### src/rtl/tree_space_arbiter_pkg.sv
// Shared state encodings and index helpers for the tree space arbiter.
package tree_space_arbiter_pkg;

   localparam logic [1:0] A_IDLE  = 2'd0;
   localparam logic [1:0] A_ISSUE = 2'd1;
   localparam logic [1:0] A_RESP  = 2'd2;

   localparam logic [0:0] F_IDLE  = 1'b0;
   localparam logic [0:0] F_FWD   = 1'b1;

   function automatic int wrap_inc(input int i, input int n);
      return (i + 1 >= n) ? 0 : i + 1;
   endfunction

endpackage

### src/rtl/tree_space_arbiter_rr.sv
// Round-robin arbiter: priority starts at the pointer, pointer moves past the winner.
// Latency: grant is combinational from req; pointer updates on the clock when advance is set.
// Backpressure: none; the pointer only moves when advance is asserted and a request exists.
module rr_arbiter
   import tree_space_arbiter_pkg::*;
#(
   parameter int NB_REQ = 4,
   parameter int IDX_W  = $clog2(NB_REQ)
) (
   input  logic              aclk,
   input  logic              areset,
   input  logic              swrst,
   input  logic [NB_REQ-1:0] req,
   input  logic              advance,
   output logic [NB_REQ-1:0] grant,
   output logic [IDX_W-1:0]  grant_idx,
   output logic              gnt_vld
);

   logic [IDX_W-1:0] ptr;

   always_comb begin
      grant     = '0;
      grant_idx = '0;
      gnt_vld   = 1'b0;
      for (int k = 0; k < NB_REQ; k++) begin
         if (!gnt_vld && req[(int'(ptr) + k) % NB_REQ]) begin
            gnt_vld   = 1'b1;
            grant[(int'(ptr) + k) % NB_REQ] = 1'b1;
            grant_idx = IDX_W'((int'(ptr) + k) % NB_REQ);
         end
      end
   end

   always_ff @(posedge aclk or posedge areset) begin
      if (areset) begin
         ptr <= '0;
      end else if (swrst) begin
         ptr <= '0;
      end else if (advance && gnt_vld) begin
         ptr <= IDX_W'(wrap_inc(int'(grant_idx), NB_REQ));
      end
   end

endmodule

### src/rtl/tree_space_arbiter.sv
// Shares one tree_space_manager between NB_REQ engines on separate ALLOC and FREE channels.
// Latency: alloc valid->ready 2 cycles min (+1 per manager stall); free accepted same cycle.
// Backpressure: manager ready stalls ISSUE/FWD; a pending root free blocks new alloc requests.
module tree_space_arbiter
   import tree_space_arbiter_pkg::*;
#(
   parameter int NB_REQ         = 4,
   parameter int RAM_ADDR_WIDTH = 16
) (
   input  logic                             aclk,
   input  logic                             areset,
   input  logic                             swrst,
   input  logic [NB_REQ-1:0]                alloc_valid,
   output logic [NB_REQ-1:0]                alloc_ready,
   output logic [RAM_ADDR_WIDTH-1:0]        alloc_addr,
   input  logic [NB_REQ-1:0]                free_valid,
   input  logic [NB_REQ-1:0]                free_is_root,
   input  logic [NB_REQ*RAM_ADDR_WIDTH-1:0] free_addr,
   output logic [NB_REQ-1:0]                free_ready,
   output logic                             tree_mgt_req_valid,
   input  logic                             tree_mgt_req_ready,
   input  logic [RAM_ADDR_WIDTH-1:0]        tree_mgt_req_addr,
   output logic                             tree_mgt_free_valid,
   output logic                             tree_mgt_free_is_root,
   input  logic                             tree_mgt_free_ready,
   output logic [RAM_ADDR_WIDTH-1:0]        tree_mgt_free_addr,
   output logic                             alloc_busy,
   output logic                             free_busy
);

   localparam int IW = $clog2(NB_REQ);

   logic [1:0]                a_state;
   logic [0:0]                f_state;
   logic [IW-1:0]             gnt_a;
   logic [NB_REQ-1:0]         gnt_a_oh;
   logic [RAM_ADDR_WIDTH-1:0] a_addr_q;
   logic [RAM_ADDR_WIDTH-1:0] f_addr_q;
   logic                      f_root_q;

   logic [NB_REQ-1:0]         a_gnt_oh, f_gnt_oh;
   logic [IW-1:0]             a_gnt_idx, f_gnt_idx;
   logic                      a_gnt_vld, f_gnt_vld;
   logic                      a_adv, f_adv, root_blk;

   assign a_adv = (a_state == A_IDLE) && !swrst;
   assign f_adv = (f_state == F_IDLE) && !swrst;

   rr_arbiter #(.NB_REQ(NB_REQ), .IDX_W(IW)) u_rr_alloc (
      .aclk      (aclk),
      .areset    (areset),
      .swrst     (swrst),
      .req       (alloc_valid),
      .advance   (a_adv),
      .grant     (a_gnt_oh),
      .grant_idx (a_gnt_idx),
      .gnt_vld   (a_gnt_vld)
   );

   rr_arbiter #(.NB_REQ(NB_REQ), .IDX_W(IW)) u_rr_free (
      .aclk      (aclk),
      .areset    (areset),
      .swrst     (swrst),
      .req       (free_valid),
      .advance   (f_adv),
      .grant     (f_gnt_oh),
      .grant_idx (f_gnt_idx),
      .gnt_vld   (f_gnt_vld)
   );

   // A root free must reach the manager before any alloc so the base address is reissued.
   assign root_blk = (f_state == F_FWD) && f_root_q;

   assign tree_mgt_req_valid    = (a_state == A_ISSUE) && alloc_valid[gnt_a] && !root_blk && !swrst;
   assign tree_mgt_free_valid   = (f_state == F_FWD) && !swrst;
   assign tree_mgt_free_addr    = f_addr_q;
   assign tree_mgt_free_is_root = f_root_q;

   assign alloc_ready = ((a_state == A_RESP) && !swrst) ? gnt_a_oh : '0;
   assign alloc_addr  = a_addr_q;
   assign free_ready  = ((f_state == F_IDLE) && !swrst) ? f_gnt_oh : '0;

   assign alloc_busy  = (a_state != A_IDLE);
   assign free_busy   = (f_state != F_IDLE);

   always_ff @(posedge aclk or posedge areset) begin
      if (areset) begin
         a_state  <= A_IDLE;
         gnt_a    <= '0;
         gnt_a_oh <= '0;
         a_addr_q <= '0;
      end else if (swrst) begin
         a_state  <= A_IDLE;
         gnt_a    <= '0;
         gnt_a_oh <= '0;
         a_addr_q <= '0;
      end else begin
         case (a_state)
            A_IDLE: if (a_gnt_vld) begin
               gnt_a    <= a_gnt_idx;
               gnt_a_oh <= a_gnt_oh;
               a_state  <= A_ISSUE;
            end
            A_ISSUE: if (!alloc_valid[gnt_a]) begin
               a_state <= A_IDLE;
            end else if (tree_mgt_req_valid && tree_mgt_req_ready) begin
               a_addr_q <= tree_mgt_req_addr;
               a_state  <= A_RESP;
            end
            default: a_state <= A_IDLE;
         endcase
      end
   end

   always_ff @(posedge aclk or posedge areset) begin
      if (areset) begin
         f_state  <= F_IDLE;
         f_addr_q <= '0;
         f_root_q <= 1'b0;
      end else if (swrst) begin
         f_state  <= F_IDLE;
         f_addr_q <= '0;
         f_root_q <= 1'b0;
      end else if (f_state == F_IDLE) begin
         if (f_gnt_vld) begin
            f_addr_q <= free_addr[f_gnt_idx*RAM_ADDR_WIDTH +: RAM_ADDR_WIDTH];
            f_root_q <= free_is_root[f_gnt_idx];
            f_state  <= F_FWD;
         end
      end else if (tree_mgt_free_ready) begin
         f_state <= F_IDLE;
      end
   end

endmodule

### config.mk
export PLATFORM = sky130hd
export DESIGN_NAME = tree_space_arbiter
export DESIGN_NICKNAME = d
export VERILOG_FILES = /design/src/rtl/tree_space_arbiter_pkg.sv /design/src/rtl/tree_space_arbiter_rr.sv /design/src/rtl/tree_space_arbiter.sv
export SDC_FILE = /design/constraint.sdc
export NUM_CORES = 1
export LEC_CHECK = 0
export CORE_UTILIZATION = 45
export CTS_CLUSTER_DIAMETER = 80
export CTS_CLUSTER_SIZE = 30
export DETAILED_ROUTE_END_ITERATION = 12
export PLACE_DENSITY_LB_ADDON = 0.3
export SYNTH_ARGS = -nofsm -noshare
export SYNTH_HDL_FRONTEND = slang
export SYNTH_SLANG_ARGS = --single-unit
### constraint.sdc
create_clock -name aclk -period 3.26 [get_ports aclk]
set_input_delay 0.652 -clock aclk [delete_from_list [all_inputs] [get_ports aclk]]
set_output_delay 0.652 -clock aclk [all_outputs]
set_load 0.01 [all_outputs]
==> reports/qor.txt <==
ROUTING
--------------------------------------------------------------------------------
Length of the first detailed-routing pass in iterations                        4
Routed wire length per instance                                          16.9 um
Met2 WL post-DR                                                          5640 um
DRC violation count after routing                                              0
Routed wire length on met3                                                781 um
Length of routed wiring on met1                                          4570 um
Violation count after the first detailed-route iteration                     130
Vias per std cell                                                           5.84
Topmost layer with routed signal wires                                      met4
Number of vias after detailed routing                                       3863
Final Routed Wirelength                                                 11200 um
Antenna violation net count after detailed routing                             0

SETUP PATH
--------------------------------------------------------------------------------
Largest fanout on the critical path                                            5
Reg-to-reg setup timing slack                                            0.42 ns
Critical Path RT                                                         2.61 ns
Startpoint of the worst register-to-register path                   u_rr_alloc.ptr[1]
Reg2reg path depth                                                             8
Worst path top cell family by delay                                 multiplexers
Category of the worst setup path capture point                       output port
Cell mode on critical path                                          sky130_fd_sc_hd__nor2_1
Worst R2R End                                                       u_rr_alloc.ptr[1]
Buffers & Inverters on Critical Path                                           3
Cell chain of the critical path                                     inv_1 > ha_4 > mux4_2 > buf_6 > a22oi_1 > nor2_1 > a221oi_2 > nor2_1 > clkdlybuf4s15_1
Arrival time at the worst endpoint                                       2.53 ns
Type of the worst setup path                                        flip-flop to output port
Critical-path cell with the highest stage delay                     sky130_fd_sc_hd__mux4_2
Crit path launch type                                                  flip-flop
Largest stage delay, worst path                                          0.61 ns

POWER AND IR DROP
--------------------------------------------------------------------------------
Sequential Power Share                                                     23.0%
P per Cell Area                                                      646 mW/mm^2
Peak VDD IR                                                             0.356 mV
Final Total Pwr                                                          3.59 mW
Total net switching power                                                1.52 mW
Int Pwr                                                                  2.07 mW
Static leakage power                                                     2.18 nW
Proportion of power drawn by combinational gates                           66.9%
Clock share of power                                                       10.0%
Net switching share of the total power                                     42.3%

GLOBAL ROUTE
--------------------------------------------------------------------------------
Overall overflow remaining after global route                                  0
Largest net degree at the start of global routing                             37
Wire length of the first global-routing pass                            17200 um
Via count of the first global-routing pass                                  3670
Global-route usage over all layers                                         24.8%
Number of antenna violations at the first check in global routing              0

CELLS AND AREA
--------------------------------------------------------------------------------
Area growth from synthesis to final layout                                 47.6%
Share of cells above drive strength 1                                      15.1%
Final #Nets                                                                  668
Diode count                                                                    0
Most common cell after layout, fill and taps aside                  sky130_fd_sc_hd__clkdlybuf4s50_1
Most used cells in the layout excluding fill and tap cells          sky130_fd_sc_hd__clkdlybuf4s50_1, sky130_fd_sc_hd__nand2_1, sky130_fd_sc_hd__dfrtp_1
Final cell count without fillers                                             662

CLOCK TREE
--------------------------------------------------------------------------------
Hold-fix buffers, CTS                                                          0
TritonCTS clock tree                                                         yes
Root Buffer Master                                                  sky130_fd_sc_hd__clkbuf_8
CTS Buffer Depth                                                               2
Total CTS buffers                                                              5
Total number of H-tree levels                                                  2
CTS clk-pin slew, worst paths                                            0.09 ns
Worst-Skew Late Latency                                                  0.30 ns
Clock sink count                                                              46

STA
--------------------------------------------------------------------------------
Setup violation total in the final timing report                               0
Final TNS setup                                                             0 ns
Slew HR                                                                    37.9%
Post-route clock skew                                                 0.00430 ns
Fin. Hold Viols                                                                0
Achievable Freq                                                        0.314 GHz
Time the final worst path needs with I/O delays and setup                3.19 ns
Hold Slack                                                              0.543 ns
Max-slew violation count                                                       0
Worst path setup slack after routing                                   0.0742 ns
Share of the clock period used by the worst path                           97.7%
Worst-Margin Slew                                                       0.929 ns

SYNTHESIS
--------------------------------------------------------------------------------
Number of enable-type register cells in the synthesized netlist                0
Post-Syn Area per Cell                                                9.35 sq um
Number of synthesis warnings                                                   0
Synth Cell Area                                                     0.00377 sq mm
Net Count, Synth                                                             515
Library cells used by synthesis                                               58
Flip-flop and latch count after synthesis                                     46
Fraction of the yosys area taken by sequential cells                       30.5%
Async S/R FF share, synth                                                   100%
Most common flop cell mapped by yosys                               sky130_fd_sc_hd__dfrtp_1
Synth Instances                                                              403

DIE
--------------------------------------------------------------------------------
Initial standard-cell utilization of the core                              46.1%
Number of top-level pins                                                     142
Floorplan core area                                                 0.00818 sq mm
Die Outline Area                                                    0.00875 sq mm
Horiz. Die Dim                                                           93.5 um
Die Y                                                                    93.5 um
Std cell rows                                                                 33

WORST HOLD PATH
--------------------------------------------------------------------------------
Class of the worst hold path                                        flip-flop to flip-flop
Instance count along the most critical hold path                               2
Worst hold endpoint                                                     gnt_a[1]
Worst min-delay path startpoint                                         gnt_a[1]

PLACEMENT
--------------------------------------------------------------------------------
Post-detail-place hpwl                                                   8100 um
Port Buf Inserts                                                             141
Placer Congestion                                                          0.862
Total instance count after detailed placement                                648
Placement Setup Slack                                                  -0.399 ns

FLOW RUN
--------------------------------------------------------------------------------
Total of max-cap violations                                                    0

RUN STATUS
--------------------------------------------------------------------------------
Result of the run                                                   finished clean

-- state kept, by name, summed over array words and instances (netlist names) --
signal                 cells
tree_mgt_free_is_root      1
a_state                    2
gnt_a_oh                   4
tree_mgt_free_addr        16
u_rr_free.ptr              2
u_rr_alloc.ptr             2
gnt_a                      2
alloc_addr                16
free_busy                  1
-- how the worst max path moves through the flow --
stage	start	endpoint	slack, ns	cells past startpoint
after floorplan	u_rr_free.ptr[0]	free_ready[0]	0.16	11
after global placement	free_valid[1]	free_ready[2]	-0.31	7
after detailed placement	free_valid[2]	free_ready[1]	-0.40	8
after CTS	u_rr_free.ptr[1]	free_ready[0]	0.01	9
after global routing	u_rr_free.ptr[0]	free_ready[3]	-0.02	9
final	u_rr_free.ptr[0]	free_ready[3]	0.07	9
-- cell families after synthesis --
| group | share of synthesized area [%] |
|---|---|
| XOR/XNOR | 0.697 |
| AND/OR/NAND/NOR | 17.3 |
| multiplexers | 13.5 |
| flip-flops | 30.5 |
| buffers and inverters | 6.57 |
| adder cells (fa/ha/maj) | 4.98 |
| AO/OA/AOI/OAI | 26.4 |
-- power by group through the flow --
stage                     clock [mW]  combinational [mW]  sequential (mW)
after floorplan                    0                1.47            0.876
after global placement             0                2.20            0.829
after detailed placement           0                2.28            0.838
after CTS                      0.370                2.32            0.829
after global routing           0.388                2.58            0.846
final                          0.360                2.41            0.828
-- timing repair --
action,CTS,global route
setup endpoints to repair,4,4
gates resized for setup,12,8
setup buffers,1,5
-- stage by stage --
| step | utilization (%) | area, sq um |
|---|---|---|
| global placement | 65.9 | 5390 |
| finish | 68.1 | 5570 |
| detailed placement | 65.9 | 5390 |
| floorplan | - | 3770 |
| CTS | 67.2 | 5500 |
| global route | 68.1 | 5570 |
-- per-layer routing --
layer / up-vias / track usage [%]
li1: 1821 / -
met1: 1878 / 29.8
met2: 144 / 43.6
met3: 20 / 5.85
met4: 0 / 7.95
met5: - / 0
-- cell usage after synthesis, types with 3 or more instances --
master | count | area share [%]
sky130_fd_sc_hd__dfrtp_1 | 46 | 31
sky130_fd_sc_hd__nand2b_1 | 20 | 3.3
sky130_fd_sc_hd__buf_2 | 5 | 0.66
sky130_fd_sc_hd__clkbuf_1 | 17 | 1.7
sky130_fd_sc_hd__a32oi_1 | 17 | 3.9
sky130_fd_sc_hd__nor4_1 | 3 | 0.50
sky130_fd_sc_hd__o21ai_0 | 23 | 3.1
sky130_fd_sc_hd__buf_6 | 7 | 2.1
sky130_fd_sc_hd__a211oi_1 | 12 | 2.4
sky130_fd_sc_hd__mux4_2 | 8 | 4.8
sky130_fd_sc_hd__a221oi_1 | 9 | 2.1
sky130_fd_sc_hd__a21oi_1 | 5 | 0.66
sky130_fd_sc_hd__o2bb2ai_1 | 16 | 3.7
sky130_fd_sc_hd__ha_1 | 15 | 5.0
sky130_fd_sc_hd__nand3_1 | 3 | 0.40
sky130_fd_sc_hd__nor2_1 | 28 | 2.8
sky130_fd_sc_hd__xnor2_1 | 3 | 0.70
sky130_fd_sc_hd__a22oi_1 | 8 | 1.6
sky130_fd_sc_hd__mux2i_1 | 33 | 8.8
sky130_fd_sc_hd__nand2_1 | 57 | 5.7
sky130_fd_sc_hd__inv_1 | 8 | 0.80
sky130_fd_sc_hd__a211oi_2 | 10 | 3.3
sky130_fd_sc_hd__and3_1 | 5 | 0.83
-- worst reg2reg max path: stages (launching register included) --
cell and delay (ns):
sky130_fd_sc_hd__dfrtp_1 0.48, sky130_fd_sc_hd__inv_1 0.17, sky130_fd_sc_hd__ha_1 0.44, sky130_fd_sc_hd__mux4_2 0.60, sky130_fd_sc_hd__nor2b_1 0.32, sky130_fd_sc_hd__nor2_1 0.14
sky130_fd_sc_hd__xnor2_1 0.21, sky130_fd_sc_hd__a21oi_1 0.08, sky130_fd_sc_hd__o41ai_1 0.32
-- area by class of cell --
cell class	instances	area, sq um
clock buffers	5	68.8
clock inverters	3	21.3
fillers	663	2610
inverters	8	30.0
multi-input cells	316	2430
flip-flops and latches	46	1150
well taps	105	131
repair buffers	179	1730
Power figures use the tool's default switching activity.
